File: src/rtl/alu_pkg.sv
// Shared ALU opcodes, FSM encoding and single-cycle result function.
// Imported by alu_exec and the ALU control stage.
package alu_pkg;

    localparam int XLEN = 32;

    typedef enum logic [3:0] {
        ALU_AND  = 4'b0000,
        ALU_XOR  = 4'b0001,
        ALU_SLL  = 4'b0010,
        ALU_ADD  = 4'b0011,
        ALU_SUB  = 4'b0100,
        ALU_MUL  = 4'b0101,
        ALU_ADDI = 4'b0110,
        ALU_SRAI = 4'b0111,
        ALU_OR   = 4'b1111
    } alu_op_e;

    typedef enum logic [1:0] {
        ST_IDLE    = 2'b00,
        ST_MUL_RUN = 2'b01,
        ST_DONE    = 2'b10
    } alu_state_e;

    // Every opcode except MUL; unknown codes yield zero.
    function automatic logic [XLEN-1:0] alu_compute(
        input logic [3:0]      op,
        input logic [XLEN-1:0] a,
        input logic [XLEN-1:0] b
    );
        logic [XLEN-1:0]        r;
        logic signed [XLEN-1:0] sa;
        r  = '0;
        sa = $signed(a);
        case (op)
            ALU_AND:           r = a & b;
            ALU_XOR:           r = a ^ b;
            ALU_OR:            r = a | b;
            ALU_SLL:           r = a << b[4:0];
            ALU_SRAI:          r = sa >>> b[4:0];
            ALU_ADD, ALU_ADDI: r = a + b;
            ALU_SUB:           r = a - b;
            default:           r = '0;
        endcase
        return r;
    endfunction

endpackage

File: src/rtl/alu_mul_iter.sv
// Radix-2 shift-add multiplier iterator: one partial product per step.
// product is the accumulator value after the current step.
module alu_mul_iter
    import alu_pkg::*;
#(
    parameter int WIDTH = 32
) (
    input  logic             clk,
    input  logic             rst,
    input  logic             load,
    input  logic             step,
    input  logic [WIDTH-1:0] mcand,
    input  logic [WIDTH-1:0] mplier,
    output logic [WIDTH-1:0] product,
    output logic             last
);

    logic [WIDTH-1:0] mcand_q;
    logic [WIDTH-1:0] mplier_q;
    logic [WIDTH-1:0] acc_q;
    logic [4:0]       cnt_q;

    assign product = mplier_q[0] ? acc_q + mcand_q : acc_q;
    assign last    = (cnt_q == 5'd31);

    always_ff @(posedge clk) begin
        if (rst) begin
            mcand_q  <= '0;
            mplier_q <= '0;
            acc_q    <= '0;
            cnt_q    <= '0;
        end else if (load) begin
            mcand_q  <= mcand;
            mplier_q <= mplier;
            acc_q    <= '0;
            cnt_q    <= '0;
        end else if (step) begin
            acc_q    <= product;
            mcand_q  <= mcand_q << 1;
            mplier_q <= mplier_q >> 1;
            cnt_q    <= cnt_q + 5'd1;
        end
    end

endmodule

File: src/rtl/alu_exec.sv
// Execute-stage ALU: single-cycle logic/arith ops plus a 32-step
// iterative MUL; registered result with done/busy handshake.
module alu_exec
    import alu_pkg::*;
#(
    parameter int WIDTH = 32
) (
    input  logic             clk_i,
    input  logic             rst_i,
    input  logic             start_i,
    input  logic [3:0]       ctrl_i,
    input  logic [WIDTH-1:0] data1_i,
    input  logic [WIDTH-1:0] data2_i,
    output logic [WIDTH-1:0] data_o,
    output logic             zero_o,
    output logic             done_o,
    output logic             busy_o
);

    alu_state_e       state_q;
    alu_state_e       state_d;
    logic             mul_load;
    logic             mul_step;
    logic             mul_last;
    logic [WIDTH-1:0] mul_product;
    logic             res_load;
    logic [WIDTH-1:0] res_val;

    alu_mul_iter #(
        .WIDTH(WIDTH)
    ) u_mul (
        .clk    (clk_i),
        .rst    (rst_i),
        .load   (mul_load),
        .step   (mul_step),
        .mcand  (data1_i),
        .mplier (data2_i),
        .product(mul_product),
        .last   (mul_last)
    );

    always_ff @(posedge clk_i) begin
        if (rst_i) begin
            state_q <= ST_IDLE;
        end else begin
            state_q <= state_d;
        end
    end

    always_comb begin
        state_d  = state_q;
        mul_load = 1'b0;
        mul_step = 1'b0;
        res_load = 1'b0;
        res_val  = '0;
        unique case (state_q)
            ST_IDLE, ST_DONE: begin
                state_d = ST_IDLE;
                if (start_i) begin
                    if (ctrl_i == ALU_MUL) begin
                        mul_load = 1'b1;
                        state_d  = ST_MUL_RUN;
                    end else begin
                        res_load = 1'b1;
                        res_val  = alu_compute(ctrl_i, data1_i, data2_i);
                        state_d  = ST_DONE;
                    end
                end
            end
            ST_MUL_RUN: begin
                // start_i is deliberately ignored while iterating
                mul_step = 1'b1;
                if (mul_last) begin
                    res_load = 1'b1;
                    res_val  = mul_product;
                    state_d  = ST_DONE;
                end
            end
            default: state_d = ST_IDLE;
        endcase
    end

    always_ff @(posedge clk_i) begin
        if (rst_i) begin
            data_o <= '0;
            zero_o <= 1'b1;
        end else if (res_load) begin
            data_o <= res_val;
            zero_o <= (res_val == '0);
        end
    end

    assign done_o = (state_q == ST_DONE);
    assign busy_o = (state_q == ST_MUL_RUN);

endmodule

File: config.mk
export PLATFORM = sky130hd
export DESIGN_NAME = alu_exec
export DESIGN_NICKNAME = d
export VERILOG_FILES = /design/src/rtl/alu_pkg.sv /design/src/rtl/alu_mul_iter.sv /design/src/rtl/alu_exec.sv
export SDC_FILE = /design/constraint.sdc
export NUM_CORES = 1
export LEC_CHECK = 0
export ABC_AREA = 1
export BUFFER_PORTS_ARGS = -buffer_cell sky130_fd_sc_hd__buf_4
export CAP_MARGIN = 25
export CORE_ASPECT_RATIO = 1.4
export CORE_MARGIN = 3
export CORE_UTILIZATION = 62
export CTS_BUF_LIST = sky130_fd_sc_hd__clkbuf_8 sky130_fd_sc_hd__clkbuf_16
export DETAILED_ROUTE_END_ITERATION = 16
export GPL_TIMING_DRIVEN = 1
export PLACE_DENSITY = 0.91
export SYNTH_ARGS = -nofsm -noshare
export SYNTH_HDL_FRONTEND = slang
export SYNTH_SLANG_ARGS = --single-unit
File: constraint.sdc
create_clock -name clk_i -period 8.8 [get_ports clk_i]
set_input_delay 1.32 -clock clk_i [delete_from_list [all_inputs] [get_ports clk_i]]
set_output_delay 1.32 -clock clk_i [all_outputs]
set_load 0.02 [all_outputs]
==> results.yml <==
detailed_routing:
  drt-total-wl_mm: 71.1
  routedWlPerCell_um: 20.9
  drc: 0
  drt_iter0_markers: 2504
  firstDrtPassIters: 11
  ant_nets: 0
  vias: 21200
  via_per_inst: 6.21
grt:
  grt_pass1_wl_mm: 109
  overflow: 0
  globalRouteTotalUtil_pct: 48.3
  grt_max_degree: 86
  antenna_found_initial: 3
  grt_pass1_vias: 19900
synthesis:
  synth_seq_cells: 136
  synth_area_per_cell_sq_um: 5.54
  syn_area_sq_mm: 0.0167
  synth_cells: 3022
  async_flop_share_pct: 0
  yosysMostFrequentCell: "nand2_1"
  synth_edf_count: 0
  ys_types: 50
  synth_area_leaders: "nand2_1, dfxtp_1, nand3_1, ha_1, inv_1"
  yosysSeqAreaShare_pct: 16.3
  synth_top_cells_by_count: "nand2_1, nand3_1, inv_1"
  synth_top_area_share_pct: 24.8
  syn_nets: 3225
  yosysTopAreaCell: "nand2_1"
  yosys_most_used_dff: "dfxtp_1"
  ys_warn_count: 0
cts:
  clk_latency_ps: 450
  cts-resized-gates: 0
  htreeDepth: 4
  cts.sinks: 136
  cts-root-buf: "clkbuf_16"
  cts_tree: "yes"
  numCtsBuffers: 17
  cts_setup_buffers: 0
  cts_hold_buf: 0
  path_clk_slew_ps: 60
  clock_path_buffers: 2
finish:
  area_growth_pct: 7.98
  drive_above_1_share_pct: 7.48
  final_util_pct: 68.6
  diodes: 0
  final_nets: 3237
pwr:
  p_leak_uw: 0.00953
  p_per_area_mw_per_mm2: 116
  ir_drop_v: 0.000139
sta:
  max_freq_mhz: 160
  fin_crit_sh_pct: 70.9
  grt_setup_unrepaired: "false"
  period_needed_ps: 6240
  finalHoldViolCount: 0
  fin_setup_tns_ps: 0
  finClkSkew_ps: 16.3
  max-slew-margin-rel_pct: 31.4
  worstMarginPinSlew_ps: 1030
  slew_viol_final: 0
  finalSetupViolCount: 0
setup_path:
  cpMaxStageDelayCell: "inv_4"
  end_kind: "flop"
  path_class: "in -> reg"
  cpMostUsedCell: "nand2_1"
  start_kind: "input port"
  crit_required_ps: 9180
  cpPeakStageDelay_ps: 590
  critPathArrivalTime_ps: 6620
  crit_fanout: 66
placed_design:
  portBuffers: 105
  dp_hpwl_mm: 53.5
  gp_congestion: 1.10
floorplanning:
  dieArea_sq_mm: 0.0290
  die_w_um: 145
  die_h_um: 200
  io_pins: 106
  start_util_pct: 63.5
  core_area_sq_mm: 0.0264
  rows: 70
outcome:
  status: "finished clean"
run:
  max-cap-violations: 0
min_path:
  hold_class: "reg -> reg"
-- stage by stage --
| step | worst slack, ps | area, sq um | total power, uW | instances | hold slack (ps) |
|---|---|---|---|---|---|
| after floorplan | 4070 | 16700 | 1090 | 3022 | 441 |
| after global placement | 2640 | 17500 | 1310 | 3374 | 451 |
| after detailed placement | 2540 | 17500 | 1320 | 3375 | 457 |
| after CTS | 2790 | 18100 | 2050 | 3407 | 467 |
| after global routing | 2300 | 18100 | 2170 | 3407 | 494 |
| final | 2560 | 18100 | 2090 | 3407 | 473 |
-- critical path: cells and delay by family --
family / cells / cell delay (ps)
buf+inv: 4 / 1040
xor+xnor: 1 / 160
fa+ha+maj: 2 / 690
simple gates: 22 / 3000
compound gates: 1 / 380
-- power by group --
| part | internal (uW) | switching [uW] | leakage, uW | total, uW |
|---|---|---|---|---|
| clock network | 427 | 318 | 0.000286 | 744 |
| logic | 208 | 499 | 0.00814 | 707 |
| registers | 629 | 10.9 | 0.00110 | 640 |
-- kinds of logic after synthesis --
logic type | synth area share (%)
buffers and inverters | 13.0
and+or+nand+nor | 45.9
DFF | 16.3
AOI/OAI and AO/OA | 12.7
adders and majority gates | 9.95
xor gates and xnor gates | 2.20
-- path summary, 6_finish.rpt --
path,start,endpoint,slack [ps],depth (start not counted)
worst max register to register,u_mul.mcand_q[12]$_SDFFE_PP0P_,zero_o$_SDFFE_PP1P_,5520,15
worst min register to register,u_mul.mplier_q[31]$_SDFFE_PP0P_,u_mul.mplier_q[31]$_SDFFE_PP0P_,470,2
worst max-delay path,data2_i[1],zero_o$_SDFFE_PP1P_,2560,30
worst min-delay path,u_mul.mplier_q[31]$_SDFFE_PP0P_,u_mul.mplier_q[31]$_SDFFE_PP0P_,470,2
-- state kept, by name, summed over array words and instances (netlist names) --
| signal | cells |
|---|---|
| data_o | 32 |
| u_mul.acc_q | 32 |
| u_mul.mcand_q | 32 |
| u_mul.mplier_q | 32 |
| u_mul.cnt_q | 5 |
| state_q | 2 |
| zero_o | 1 |
-- cell type report --
type	count	area, sq um
Multi-Input combinational cell	2356	11900
Fill cell	2436	8280
Sequential cell	136	2720
Inverter	403	1520
Timing Repair Buffer	120	921
Tap cell	360	450
Clock buffer	18	439
Clock inverter	14	151
-- per-layer routing --
metal / vias up / part of all wire (%) / global-route usage [%]
met2: 1491 / 43 / 72.5
li1: 9740 / - / -
met5: - / 0.065 / 0
met3: 470 / 12 / 15.1
met4: 6 / 12 / 41.5
met1: 9458 / 34 / 54.2
-- cells in the final DEF (no fill, tap or decap), drive strengths merged, types with 2 or more instances in the layout --
| master | n |
|---|---|
| nand3b | 8 |
| bufinv | 2 |
| fa | 2 |
| nand3 | 425 |
| nor4 | 6 |
| a211oi | 3 |
| ha | 130 |
| nand2 | 1137 |
| and2 | 6 |
| o21bai | 7 |
| a31oi | 63 |
| clkinv | 13 |
| buf | 120 |
| clkbuf | 18 |
| or2 | 19 |
| a221oi | 3 |
| clkinvlp | 3 |
| inv | 399 |
| a21boi | 4 |
| xor2 | 34 |
| o211ai | 46 |
| nand4 | 23 |
| xnor2 | 8 |
| nor2 | 171 |
| o21ai | 104 |
| nor3 | 19 |
| a21o | 4 |
| dfxtp | 136 |
| a21oi | 129 |
(Power assumes the default switching activity.)
